### config.mk
export PLATFORM = sky130hd
export DESIGN_NAME = hc595_frame_receiver
export DESIGN_NICKNAME = d
export VERILOG_FILES = /design/src/rtl/hc595_pkg.sv /design/src/rtl/sync_edge_det.sv /design/src/rtl/hc595_frame_receiver.sv
export SDC_FILE = /design/constraint.sdc
export NUM_CORES = 1
export LEC_CHECK = 0
export ABC_AREA = 1
export BUFFER_PORTS_ARGS = -buffer_cell sky130_fd_sc_hd__buf_4
export CORE_ASPECT_RATIO = 2
export CORE_MARGIN = 3
export CORE_UTILIZATION = 50
export CTS_BUF_LIST = sky130_fd_sc_hd__clkbuf_8
export DETAILED_ROUTE_END_ITERATION = 6
export GPL_ROUTABILITY_DRIVEN = 0
export GPL_TIMING_DRIVEN = 0
export HOLD_SLACK_MARGIN = 0.08
export MAX_ROUTING_LAYER = met4
export PLACE_DENSITY = 0.7
export SLEW_MARGIN = 5
export SYNTH_ARGS = -nofsm -noshare
export SYNTH_HDL_FRONTEND = slang
export SYNTH_SLANG_ARGS = --single-unit
### constraint.sdc
create_clock -name clk -period 3.5 [get_ports clk]
set_clock_uncertainty 0.1 [all_clocks]
set_input_delay 0.35 -clock clk [delete_from_list [all_inputs] [get_ports clk]]
set_output_delay 0.35 -clock clk [all_outputs]
set_load 0.03 [all_outputs]
### src/rtl/hc595_pkg.sv
// Shared constants and decode helpers for the 74HC595 link receiver.
// Glyph patterns are active-high, bit order g,f,e,d,c,b,a.
package hc595_pkg;

    localparam int FRAME_BITS = 16;

    localparam logic [6:0] GLYPH_0   = 7'h3F;
    localparam logic [6:0] GLYPH_1   = 7'h06;
    localparam logic [6:0] GLYPH_2   = 7'h5B;
    localparam logic [6:0] GLYPH_3   = 7'h4F;
    localparam logic [6:0] GLYPH_4   = 7'h66;
    localparam logic [6:0] GLYPH_5   = 7'h6D;
    localparam logic [6:0] GLYPH_6   = 7'h7D;
    localparam logic [6:0] GLYPH_7   = 7'h07;
    localparam logic [6:0] GLYPH_8   = 7'h7F;
    localparam logic [6:0] GLYPH_9   = 7'h6F;
    localparam logic [6:0] GLYPH_A   = 7'h77;
    localparam logic [6:0] GLYPH_B   = 7'h7C;
    localparam logic [6:0] GLYPH_C   = 7'h39;
    localparam logic [6:0] GLYPH_D   = 7'h5E;
    localparam logic [6:0] GLYPH_E   = 7'h79;
    localparam logic [6:0] GLYPH_F   = 7'h71;
    localparam logic [6:0] SEG_BLANK = 7'h00;

    // Returns {valid, nibble}; anything other than a hex glyph (blank included) is invalid.
    function automatic logic [4:0] seg_to_hex(input logic [6:0] pattern);
        case (pattern)
            GLYPH_0: return {1'b1, 4'h0};
            GLYPH_1: return {1'b1, 4'h1};
            GLYPH_2: return {1'b1, 4'h2};
            GLYPH_3: return {1'b1, 4'h3};
            GLYPH_4: return {1'b1, 4'h4};
            GLYPH_5: return {1'b1, 4'h5};
            GLYPH_6: return {1'b1, 4'h6};
            GLYPH_7: return {1'b1, 4'h7};
            GLYPH_8: return {1'b1, 4'h8};
            GLYPH_9: return {1'b1, 4'h9};
            GLYPH_A: return {1'b1, 4'hA};
            GLYPH_B: return {1'b1, 4'hB};
            GLYPH_C: return {1'b1, 4'hC};
            GLYPH_D: return {1'b1, 4'hD};
            GLYPH_E: return {1'b1, 4'hE};
            GLYPH_F: return {1'b1, 4'hF};
            default: return 5'b0_0000;
        endcase
    endfunction

    function automatic logic is_onehot4(input logic [3:0] v);
        return (v != 4'b0000) && ((v & (v - 4'd1)) == 4'b0000);
    endfunction

endpackage

### src/rtl/sync_edge_det.sv
// Multi-flop synchroniser with a history flop and rising-edge detect.
module sync_edge_det #(
    parameter int STAGES = 2
) (
    input  logic clk,
    input  logic rst,
    input  logic d_in,
    output logic d_sync,
    output logic rise
);

    logic [STAGES-1:0] sync_q;
    logic              hist_q;

    always_ff @(posedge clk or posedge rst) begin
        if (rst) begin
            sync_q <= '0;
            hist_q <= 1'b0;
        end else begin
            sync_q <= {sync_q[STAGES-2:0], d_in};
            hist_q <= sync_q[STAGES-1];
        end
    end

    assign d_sync = sync_q[STAGES-1];
    assign rise   = d_sync & ~hist_q;

endmodule

### src/rtl/hc595_frame_receiver.sv
// Receive side of the 74HC595 display link: shifts 16-bit frames on SCLK,
// commits on RCLK and decodes segment/select bytes back into hex digits.
module hc595_frame_receiver
    import hc595_pkg::*;
#(
    parameter int SYNC_STAGES    = 2,
    parameter bit SEG_ACTIVE_LOW = 1'b1,
    parameter bit SEL_ACTIVE_LOW = 1'b0
) (
    input  logic       clk,
    input  logic       rst,
    input  logic       SCLK,
    input  logic       RCLK,
    input  logic       DIO,
    output logic [3:0] digit0,
    output logic [3:0] digit1,
    output logic [3:0] digit2,
    output logic [3:0] digit3,
    output logic [3:0] dp,
    output logic [3:0] digit_seen,
    output logic [7:0] seg_raw,
    output logic [7:0] sel_raw,
    output logic       frame_strobe,
    output logic       err_bitcount,
    output logic       err_seg,
    output logic       err_sel
);

    logic sclk_rise, rclk_rise, dio_s;
    logic sclk_sync_unused, rclk_sync_unused, dio_rise_unused;

    sync_edge_det #(.STAGES(SYNC_STAGES)) u_sclk (
        .clk(clk), .rst(rst), .d_in(SCLK), .d_sync(sclk_sync_unused), .rise(sclk_rise)
    );
    sync_edge_det #(.STAGES(SYNC_STAGES)) u_rclk (
        .clk(clk), .rst(rst), .d_in(RCLK), .d_sync(rclk_sync_unused), .rise(rclk_rise)
    );
    // Same depth as SCLK so data and shift clock see identical skew.
    sync_edge_det #(.STAGES(SYNC_STAGES)) u_dio (
        .clk(clk), .rst(rst), .d_in(DIO), .d_sync(dio_s), .rise(dio_rise_unused)
    );

    logic [15:0] shreg;
    logic [4:0]  bitcnt;

    logic [7:0] seg_n, sel_n;
    logic [4:0] hex_dec;
    logic       cnt_bad, seg_bad, sel_bad;

    // Decode works on the pre-shift register, so a coincident SCLK edge cannot corrupt the latch.
    always_comb begin
        seg_n   = SEG_ACTIVE_LOW ? ~shreg[15:8] : shreg[15:8];
        sel_n   = SEL_ACTIVE_LOW ? ~shreg[7:0]  : shreg[7:0];
        hex_dec = seg_to_hex(seg_n[6:0]);
        cnt_bad = (bitcnt != 5'(FRAME_BITS));
        seg_bad = ~hex_dec[4];
        sel_bad = ~is_onehot4(sel_n[3:0]) | (|sel_n[7:4]);
    end

    always_ff @(posedge clk or posedge rst) begin
        if (rst) begin
            shreg        <= '0;
            bitcnt       <= '0;
            digit0       <= '0;
            digit1       <= '0;
            digit2       <= '0;
            digit3       <= '0;
            dp           <= '0;
            digit_seen   <= '0;
            seg_raw      <= '0;
            sel_raw      <= '0;
            frame_strobe <= 1'b0;
            err_bitcount <= 1'b0;
            err_seg      <= 1'b0;
            err_sel      <= 1'b0;
        end else begin
            frame_strobe <= 1'b0;
            err_bitcount <= 1'b0;
            err_seg      <= 1'b0;
            err_sel      <= 1'b0;

            if (sclk_rise)
                shreg <= {shreg[14:0], dio_s};

            if (rclk_rise)
                bitcnt <= sclk_rise ? 5'd1 : 5'd0;
            else if (sclk_rise && bitcnt != 5'd31)
                bitcnt <= bitcnt + 5'd1;

            if (rclk_rise) begin
                seg_raw      <= shreg[15:8];
                sel_raw      <= shreg[7:0];
                frame_strobe <= 1'b1;
                err_bitcount <= cnt_bad;
                err_seg      <= seg_bad;
                err_sel      <= sel_bad;
                if (!(cnt_bad || seg_bad || sel_bad)) begin
                    case (sel_n[3:0])
                        4'b0001: digit0 <= hex_dec[3:0];
                        4'b0010: digit1 <= hex_dec[3:0];
                        4'b0100: digit2 <= hex_dec[3:0];
                        4'b1000: digit3 <= hex_dec[3:0];
                        default: ;
                    endcase
                    for (int i = 0; i < 4; i++) begin
                        if (sel_n[i]) begin
                            dp[i]         <= seg_n[7];
                            digit_seen[i] <= 1'b1;
                        end
                    end
                end
            end
        end
    end

endmodule
==> metrics list <==
- Die Footprint: about 0.0075 mm²
- STA classifies the critical path endpoint as a flip-flop.
- Data arrival time of the worst path: 2180 ps
* Drt total wl: 6870 µm
- Total number of nets in the final design: between 400 and 500
* Maximum net fanout on the critical path: 9
- Worst setup path endpoint: digit0[3]$_DFFE_PP0P_
- Drt first-iter violations: 143
* WL/cell: around 13 µm
- Launching instance or port of the critical path: bitcnt[0]$_DFFE_PP0P_
- The netlist uses 24 different library cells.
- In the layout the commonest cells are nand2_1 (118), dfrtp_1 (73), buf_4 (48).
- The internal power of the cells totals 1.44 mW.
- The analysis attributes to net switching a power of around 0.80 mW.
* Placed wire-length estimate: about 5000 µm
- Setup violations remaining at the end of the flow were counted as 0.
* Max-cap violations: 0
* Number of ports placed on the die boundary: 49
* Maximum achievable frequency: slightly below 500 MHz
* Total DRC errors in the routed layout: 0
* Number of storage elements in the synthesis netlist: 73
- Worst Setup Slack post-DPL: about 1500 ps
- Area grow syn2layout: 22.0%
* Worst min-delay path class: reg -> reg
* Run status: complete, no violations
- Cell accounting for the most synthesized area: dfrtp_1
* Total count of max-transition violations in the final report: 0
* Number of H-tree levels: 3
- The critical path in this run is classified as reg -> reg.
- Gates resized during post-CTS repair numbered 0.
- After floorplanning, the core was sized to cover 0.00611 mm².
* Maximum clock insertion buffer count: 2
- Post-layout minimum cycle time: 2040 ps
- Power density normalized to cell area: roughly 570 mW/mm²
- The first global-routing pass estimated ~12000 µm of wire.
- Synthesized instance count: ~360
- CTS saw 73 sinks.
- CTS tree: built
- Summing the sequential cell areas from Yosys gives between 50 and 60% of the chip area.
- After clock tree synthesis, the clock-pin slew on the worst setup and hold paths is 70 ps.
- Pin count of the biggest net entering global routing: between 70 and 80
- TritonCTS Buffers: 9
* Setup TNS: 0 ps
* R2r worst-path depth: 9
- The worst path meets setup with around 1500 ps of slack.
- The die is 62.8 µm wide.
- Remaining Overflow, GRT: 0
- The clock network accounts for roughly a quarter of the total power.
- Averaged over all synthesized cells, the footprint is 8.86 µm².
- STA classifies the critical path startpoint as a flip-flop.
* Hold path cells: 0
- # diodes: 0
* Static leakage power: about 2.1 nW
* Detailed-route via count: 2572
- Leaving out fill and tap cells, the most frequent cell in the layout is nand2_1.
- Worst flop-to-flop path endpoint: digit0[3]$_DFFE_PP0P_
* Design Power: about 2.2 mW
- Starting utilization of the core area: between 50% and 60%
* Count of yosys warnings during synthesis: 0
- Part of the total power dissipated in combinational logic: ~30%
* Latest clock arrival within the worst-skew pair: about 350 ps
- Top area cells in the synthesized netlist: dfrtp_1 (57%), nand2_1 (14%), o21ai_0 (5.3%)
- The tree is rooted in a clkbuf_8.
- Transition time at the pin with the least slew margin: 892 ps
* Worst R2R Start: bitcnt[0]$_DFFE_PP0P_
- Overall global routing resource usage: a little over a fifth
- Post-synthesis net count: between 300 and 400
- Net switching is a little over a third of the power.
* Unrepaired setup endpoints after global routing: no
- Using the TritonRoute via totals, the vias-per-cell ratio works out to roughly 5.0.
- IO buf count: between 40 and 50
- The die is 120 µm tall.
- Detail Route Antenna Nets: 0
* Number of placement rows: 40
- Final hold viol count: 0
- Maximum resistive drop on vdd: approximately 0.38 mV
- Sequential cells burn between 40% and 50% of the power.
- Netlist area before placement: between 0.003 and 0.004 mm²
- The share of synthesized area in the top cell type comes to a little under three fifths.
- The worst pin sits at a relative slew slack of about 40%.
- Fraction of final layout cells with drive strength greater than 1: approximately 22%
- Number of global-route vias before repair: approximately 2500
- The pre-antenna-repair detailed-routing pass consisted of 4 iterations.
* Ratio of final minimum period to clock period: roughly three fifths
- Required time at the worst-slack endpoint: between 3000 and 4000 ps
* Antenna violations before repair: 0
* Flop2flop setup slack: 1460 ps
[stage by stage]
stage	hold slack, ps	std cells	area (µm²)	util [%]
final	253	517	3930	64.4
after CTS	254	517	3930	64.4
after floorplan	231	364	3220	-
after detailed placement	123	497	3720	60.9
after global placement	234	496	3690	60.4
after global routing	261	517	3930	64.4
[flip-flops by register name, indices dropped and copies added, names as in the netlist, 2 cells and up]
name and count:
u_rclk.sync_q 2, digit_seen 4, shreg 16, digit1 4
bitcnt 5, seg_raw 8, digit0 4, dp 4
sel_raw 8, digit2 4, u_sclk.sync_q 2, u_dio.sync_q 2
digit3 4
[cell usage after synthesis, drive strengths merged]
master  instances
nor3            7
inv            34
nand4          22
buf             7
clkbuf          7
o21ai          34
o211ai          1
nand2         123
xnor2           1
nand3          17
nor4            1
nor2           32
a31oi           1
ha              3
dfrtp          73
a21oi           1
[worst min path at each step]
stage / startpoint / to / slack [ps]
final: u_sclk.sync_q[0]$_DFF_PP0_ / u_sclk.sync_q[1]$_DFF_PP0_ / 250
after global routing: u_sclk.sync_q[0]$_DFF_PP0_ / u_sclk.sync_q[1]$_DFF_PP0_ / 260
after CTS: u_sclk.sync_q[0]$_DFF_PP0_ / u_sclk.sync_q[1]$_DFF_PP0_ / 250
after detailed placement: rst / u_rclk.sync_q[0]$_DFF_PP0_ / 120
after global placement: u_dio.sync_q[0]$_DFF_PP0_ / u_dio.sync_q[1]$_DFF_PP0_ / 230
after floorplan: u_dio.sync_q[0]$_DFF_PP0_ / u_dio.sync_q[1]$_DFF_PP0_ / 230
[critical path: stages, from the launching register on]
cell and delay, ps:
dfrtp_1 400, inv_1 100, ha_1 150, nand2_1 50, nor3_1 230, nand2_1 160
nor2_4 310, nand3_1 240, nand2_1 120, nand2_1 60
[power by group through the flow]
stage	registers, mW	logic (mW)	clock network [mW]
after floorplan	1.07	0.415	0
after global placement	1.00	0.655	0
after detailed placement	1.01	0.670	0
after CTS	0.990	0.677	0.599
after global routing	1.00	0.735	0.637
final	0.990	0.671	0.580
[area by class of cell]
cell class	instances	area, µm²
fillers	544	2170
clock buffers	11	151
multi-input cells	243	1170
plain buffers	14	98.8
inverters	34	130
flip-flops and latches	73	1830
well taps	84	105
clock inverters	5	22.5
repair buffers	53	428
[kinds of logic after synthesis]
kind of cell | Yosys count | synth area share [%]
compound gates | 37 | 5.86
flops | 73 | 56.7
simple gates | 202 | 28.8
xor+xnor | 1 | 0.505
buf+inv | 48 | 7.02
fa+ha+maj | 3 | 1.16
[layer usage]
metal | part of all wire [%] | GRT usage (%) | vias to the layer above
met5 | 0 | - | -
met1 | 38 | 21.7 | 1206
li1 | - | - | 1296
met4 | 3.7 | 12.4 | 0
met2 | 55 | 35.7 | 50
met3 | 3.2 | 4.87 | 20
[repair_timing]
action | 4_1_cts | 5_1_grt
hold buffers | 4 | 0
endpoints found under the hold margin | 76 | 0
buffers inserted | 0 | 0
(Power assumes the default switching activity.)
